$ cat src/rtl/archie_pkg.sv
// Shared definitions for the Archimedes core: uploader FSM states and the
// default window of SDRAM that the HPS may read back.
package archie_pkg;

  typedef enum logic [1:0] {
    ST_IDLE,
    ST_FETCH,
    ST_PREFETCH
  } upl_state_e;

  // RISC OS ROM area, word addressed (SDRAM byte address [25:2])
  localparam logic [23:0] UPL_BASE_DEF = 24'h100000;
  localparam logic [23:0] UPL_SIZE_DEF = 24'h080000;

endpackage

$ cat src/rtl/ram_uploader.sv
// Serves HPS 16-bit ioctl reads out of SDRAM through a one-word line buffer,
// fetching misses and prefetching the next word over Wishbone classic.
module ram_uploader
  import archie_pkg::*;
#(
  parameter logic [23:0] BASE       = UPL_BASE_DEF,
  parameter logic [23:0] SIZE_WORDS = UPL_SIZE_DEF
) (
  input  logic        clk_sys,
  input  logic        reset,
  input  logic        upload,
  input  logic        ioctl_rd,
  input  logic [24:0] ioctl_addr,
  output logic [15:0] ioctl_din,
  output logic        ioctl_wait,
  output logic        wb_cyc,
  output logic        wb_stb,
  output logic        wb_we,
  output logic [3:0]  wb_sel,
  output logic [2:0]  wb_cti,
  output logic [23:0] wb_adr,
  input  logic [31:0] wb_dat_i,
  input  logic        wb_ack
);

  upl_state_e  state_q;
  logic [31:0] line_q;
  logic [22:0] tag_q, tgt_q;
  logic        valid_q, up_q, pend_q, pf_q, disc_q, wait_q, cyc_q;
  logic [15:0] din_q;
  logic [23:0] adr_q;
  logic [24:1] pend_addr_q;

  logic        unused_addr0;
  logic        up_rise, disc_now, fill;
  logic [24:1] lk_addr;
  logic [22:0] lk_off, lk_tag;
  logic [31:0] lk_line;
  logic        lk_valid, lk_oor, lk_hit, lk_pf;
  logic [15:0] lk_half;
  logic [23:0] lk_adr;

  assign unused_addr0 = ioctl_addr[0];
  assign up_rise  = upload & ~up_q;
  // data of a cycle that straddled an upload edge must never reach the line
  assign disc_now = disc_q | up_rise | ~upload;
  assign fill     = (state_q == ST_PREFETCH) & wb_ack & ~disc_now;

  // Lookup against the line as it will be after this cycle's prefetch fill,
  // so an rd coinciding with (or pending at) the ack sees the new word.
  always_comb begin
    lk_addr  = (state_q == ST_PREFETCH && pend_q) ? pend_addr_q : ioctl_addr[24:1];
    lk_off   = lk_addr[24:2];
    lk_valid = fill | (valid_q & ~up_rise);
    lk_tag   = fill ? tgt_q : tag_q;
    lk_line  = fill ? wb_dat_i : line_q;
    lk_oor   = {1'b0, lk_off} >= SIZE_WORDS;
    lk_hit   = lk_valid && (lk_tag == lk_off) && !lk_oor;
    lk_half  = lk_addr[1] ? lk_line[31:16] : lk_line[15:0];
    lk_pf    = lk_addr[1] && ({1'b0, lk_off} + 24'd1 < SIZE_WORDS);
    lk_adr   = BASE + {1'b0, lk_off};
  end

  always_ff @(posedge clk_sys) begin
    if (reset) begin
      state_q     <= ST_IDLE;
      line_q      <= '0;
      tag_q       <= '0;
      tgt_q       <= '0;
      valid_q     <= 1'b0;
      up_q        <= 1'b0;
      pend_q      <= 1'b0;
      pf_q        <= 1'b0;
      disc_q      <= 1'b0;
      wait_q      <= 1'b0;
      cyc_q       <= 1'b0;
      din_q       <= '0;
      adr_q       <= '0;
      pend_addr_q <= '0;
    end else begin
      up_q <= upload;
      if (up_rise) valid_q <= 1'b0;
      case (state_q)
        ST_IDLE: begin
          if (ioctl_rd) begin
            pf_q <= 1'b0;
            if (lk_oor || (!lk_hit && !upload)) begin
              din_q <= '0;
            end else if (lk_hit) begin
              din_q <= lk_half;
              if (lk_pf && upload) begin
                cyc_q   <= 1'b1;
                adr_q   <= lk_adr + 24'd1;
                tgt_q   <= lk_off + 23'd1;
                disc_q  <= 1'b0;
                state_q <= ST_PREFETCH;
              end
            end else begin
              wait_q      <= 1'b1;
              cyc_q       <= 1'b1;
              adr_q       <= lk_adr;
              tgt_q       <= lk_off;
              pend_addr_q <= lk_addr;
              disc_q      <= 1'b0;
              state_q     <= ST_FETCH;
            end
          end else if (pf_q) begin
            pf_q <= 1'b0;
            if (upload) begin
              cyc_q   <= 1'b1;
              adr_q   <= BASE + {1'b0, tag_q} + 24'd1;
              tgt_q   <= tag_q + 23'd1;
              disc_q  <= 1'b0;
              state_q <= ST_PREFETCH;
            end
          end
        end
        ST_FETCH: begin
          if (!cyc_q) begin
            // issue slot for a miss resolved at a prefetch ack; adr_q is set
            if (upload) begin
              cyc_q  <= 1'b1;
              disc_q <= 1'b0;
            end else begin
              state_q <= ST_IDLE;
            end
          end else if (wb_ack) begin
            cyc_q   <= 1'b0;
            wait_q  <= 1'b0;
            state_q <= ST_IDLE;
            if (!disc_now) begin
              line_q  <= wb_dat_i;
              tag_q   <= tgt_q;
              valid_q <= 1'b1;
              din_q   <= pend_addr_q[1] ? wb_dat_i[31:16] : wb_dat_i[15:0];
              pf_q    <= pend_addr_q[1] && ({1'b0, tgt_q} + 24'd1 < SIZE_WORDS);
            end
          end
        end
        ST_PREFETCH: begin
          if (ioctl_rd && !pend_q) begin
            pend_q      <= 1'b1;
            pend_addr_q <= ioctl_addr[24:1];
            wait_q      <= 1'b1;
          end
          if (wb_ack) begin
            cyc_q   <= 1'b0;
            pend_q  <= 1'b0;
            state_q <= ST_IDLE;
            if (fill) begin
              line_q  <= wb_dat_i;
              tag_q   <= tgt_q;
              valid_q <= 1'b1;
            end
            if (pend_q || ioctl_rd) begin
              if (lk_oor || (!lk_hit && !upload)) begin
                din_q  <= '0;
                wait_q <= 1'b0;
              end else if (lk_hit) begin
                din_q  <= lk_half;
                wait_q <= 1'b0;
                pf_q   <= lk_pf;
              end else begin
                wait_q      <= 1'b1;
                adr_q       <= lk_adr;
                tgt_q       <= lk_off;
                pend_addr_q <= lk_addr;
                state_q     <= ST_FETCH;
              end
            end
          end
        end
        default: state_q <= ST_IDLE;
      endcase
      if (!upload) begin
        wait_q <= 1'b0;
        pend_q <= 1'b0;
        pf_q   <= 1'b0;
      end
      if (up_rise) pf_q <= 1'b0;
      if ((!upload || up_rise) && cyc_q && !wb_ack) disc_q <= 1'b1;
    end
  end

  assign ioctl_din  = din_q;
  assign ioctl_wait = wait_q;
  assign wb_cyc     = cyc_q;
  assign wb_stb     = cyc_q;
  assign wb_we      = 1'b0;
  assign wb_sel     = 4'b1111;
  assign wb_cti     = 3'b000;
  assign wb_adr     = adr_q;

endmodule
$ cat config.mk
export PLATFORM = sky130hd
export DESIGN_NAME = ram_uploader
export DESIGN_NICKNAME = d
export VERILOG_FILES = /design/src/rtl/archie_pkg.sv /design/src/rtl/ram_uploader.sv
export SDC_FILE = /design/constraint.sdc
export NUM_CORES = 1
export LEC_CHECK = 0
export BUFFER_PORTS_ARGS = -buffer_cell sky130_fd_sc_hd__clkbuf_2
export CAP_MARGIN = 20
export CORE_ASPECT_RATIO = 1.2
export CORE_UTILIZATION = 46
export DETAILED_ROUTE_END_ITERATION = 6
export PLACE_DENSITY = 0.76
export SYNTH_ARGS = -nofsm -noshare
export SYNTH_HDL_FRONTEND = slang
export SYNTH_SLANG_ARGS = --single-unit
$ cat constraint.sdc
create_clock -name clk_sys -period 5.3 [get_ports clk_sys]
set_input_delay 1.325 -clock clk_sys [delete_from_list [all_inputs] [get_ports clk_sys]]
set_output_delay 1.325 -clock clk_sys [all_outputs]
set_load 0.01 [all_outputs]
==> out/metrics.cfg <==
[floorplan]
ios = 113
fp.dieH_um = 158
start_util_pct = 47.3
die_w_um = 132
core_area_sq_mm = 0.0198
num_rows = 56
dieArea_sq_mm = 0.0209

[worst_setup_path]
path_cells = clkbuf_2, nand4_1, buf_4, o21ai_0, a21oi_1, nor4b_4, nand4_4, or4_4, a31oi_2, a31oi_1, o32ai_1
worst_setup_path_end_kind = flop
crit_family = simple AND/OR/NAND/NOR gates
worstSetupPathType = in2reg
critPathMaxFanout = 15
crit_buf_inv = 2
required_ns = 5.64
arrival_ns = 4.75
cp-start-kind = input port
slowest_stage = or4_4
slowest_delay_ns = 0.73

[pwr]
total_leakage_power_nw = 3.93
power_density_mw_per_mm2 = 300
ir_worst_vdd_mv = 0.223

[timing]
fin_crit_ns = 4.41
fmaxAchievable_ghz = 0.227
hold_violations = 0
fin_crit_sh_pct = 83.2
fin_skew_ns = 0.0123
drv_slew = 0
tightest_slew_ns = 0.870
final.setup.tns_ns = 0
finalSetupViolations = 0
rsz0062_at_grt = false
fin_ws_ns = 0.891
slew_headroom_pct = 41.9

[grt]
antenna_found_initial = 0
grt_usage_pct = 29.4
grt_max_degree = 69
grt_pass1_wl_um = 48000
overflow = 0
grt_pass1_vias = 8893

[routing]
postRouteAntennaNets = 0
wl_um = 30900
num_vias = 9799
drt-wirelength-per-cell_um = 20.3
drt_iter0_markers = 1144
drc_errors = 0
viasPerCell = 6.43
first_pass_iters = 6

[synth]
synth-async-reset-ratio_pct = 0
seq_area_frac_synth_pct = 28.0
synth-xor-area-share_pct = 2.53
yosys.area_share.adder_pct = 1.07
synth.distinct_cells = 86
synthSimpleGateAreaFrac_pct = 26.8
synth_top_family_by_area = simple AND/OR/NAND/NOR gates
synth_edf_count = 0
synth_warnings = 0
synth-compound-area-share_pct = 22.6
ys_top_cells_by_area = dfxtp_1 28%, nand2_1 7.8%, mux2i_1 5.9%, a21oi_1 5.4%, mux4_2 3.9%
synth_top_area_cell = dfxtp_1
syn_area_per_cell_sq_um = 7.77
synth_flop_cell = dfxtp_1
synthCells = 1203
ys_ff_latch = 131
synth_top_cell_area_share_pct = 28.0
synth_area_sq_mm = 0.00935
synth.area.mux_share_pct = 11.3

[clock_network]
cts-resized-gates = 0
cts_max_level = 4
cts_buffer_depth = 2
cts-buffers-inserted = 17
clock_sinks = 131
root_buffer = clkbuf_16
post-cts-setup-buffers = 0
cts_hold_buf = 0
clkSlewWorstSetupHoldPaths_ns = 0.06
cts_tree = built
clk_latency_ns = 0.44

[final_layout]
synthToLayoutAreaGrowth_pct = 12.0
drive_above_1_share_pct = 19.8
final_nets = 1320
layout_commonest_cell = nand2_1
diodes = 0
final_cell_mix = 195 x nand2_1, 131 x dfxtp_1, 102 x clkbuf_2, 100 x a21oi_1, 87 x nor2_1
finalInstanceArea_sq_mm = 0.0105

[place]
post-place-ws_ns = 0.543
place_area_sq_mm = 0.00987
gp_congestion = 0.990
io_buffer_count = 103
place_hpwl_um = 21600

[hold_path]
min_path_type = reg2reg

[outcome]
status = finished, final reports clean

[flow_run]
max_cap_viol_count = 0

==> worst paths after layout <==
| path | cells after the start | end | slack, ns | from |
|---|---|---|---|---|
| hold / removal | 2 | line_q[15]$_SDFFE_PP0P_ | 0.45 | line_q[15]$_SDFFE_PP0P_ |
| hold reg to reg | 2 | line_q[15]$_SDFFE_PP0P_ | 0.45 | line_q[15]$_SDFFE_PP0P_ |
| setup reg to reg | 12 | pend_addr_q[21]$_SDFFE_PP0P_ | 0.90 | state_q[0]$_SDFFE_PP0P_ |
| setup / recovery | 11 | pend_addr_q[21]$_SDFFE_PP0P_ | 0.89 | upload |
==> where the power goes <==
group	total [mW]	switching [mW]	internal, mW
registers	1.17	0.0930	1.07
clock network	1.19	0.555	0.631
logic	0.790	0.500	0.289
==> metal layers <==
metal	vias to the layer above	GRT usage (%)	share of wire, %
met5	-	0	0
met1	4686	35.7	39
met3	113	4.07	7.0
met2	514	50.5	49
li1	4486	-	-
met4	0	16.3	5.1
==> sequential cells by signal, summed over array words and instances, names as in the netlist <==
signal       cells
line_q          32
pend_addr_q     24
tag_q           23
tgt_q           23
ioctl_din       16
wb_adr           4
state_q          2
disc_q           1
ioctl_wait       1
pend_q           1
pf_q             1
up_q             1
valid_q          1
wb_cyc           1
==> cells in the mapped netlist, types with 12 or more instances <==
library cell,number
a22oi_1,14
o21ai_0,49
mux2_2,13
nand4_1,27
mux2i_1,55
clkbuf_1,50
a21oi_1,100
nor2b_1,17
xor2_1,12
a211oi_1,18
nand2_1,195
nor4_1,20
and3_1,23
mux4_2,16
inv_1,21
buf_4,37
dfxtp_1,131
nand3_1,40
xnor2_1,15
nor2_1,87
nor3_1,31
==> cell families after synthesis <==
group	Yosys count
fa+ha+maj	8
buf+inv	138
compound gates	312
xor+xnor	27
flops	131
other cells	2
simple gates	501
mux	84
==> worst min-delay path, stage by stage (launching register included) <==
cell     delay, ns
dfxtp_1       0.31
nand2_1       0.05
a21oi_1       0.05
==> layout make-up <==
type	instances	area [sq um]
sequential	131	2620
clock buffer	17	425
timing repair buffer	136	778
tap	261	327
multi-input combinational	940	6070
clock inverter	15	159
inverter	24	90.1
fill	1910	9290
==> through the flow <==
step / hold WS [ns] / instances / utilization, % / total power, mW
after floorplan: 0.433 / 1209 / - / 1.72
final: 0.453 / 1524 / 53.0 / 3.14
after global placement: 0.438 / 1491 / 49.9 / 1.94
after global routing: 0.467 / 1524 / 53.0 / 3.27
after detailed placement: 0.445 / 1491 / 49.9 / 1.96
after CTS: 0.454 / 1523 / 52.9 / 3.14
Note: power is estimated with default switching activity, not from simulation.
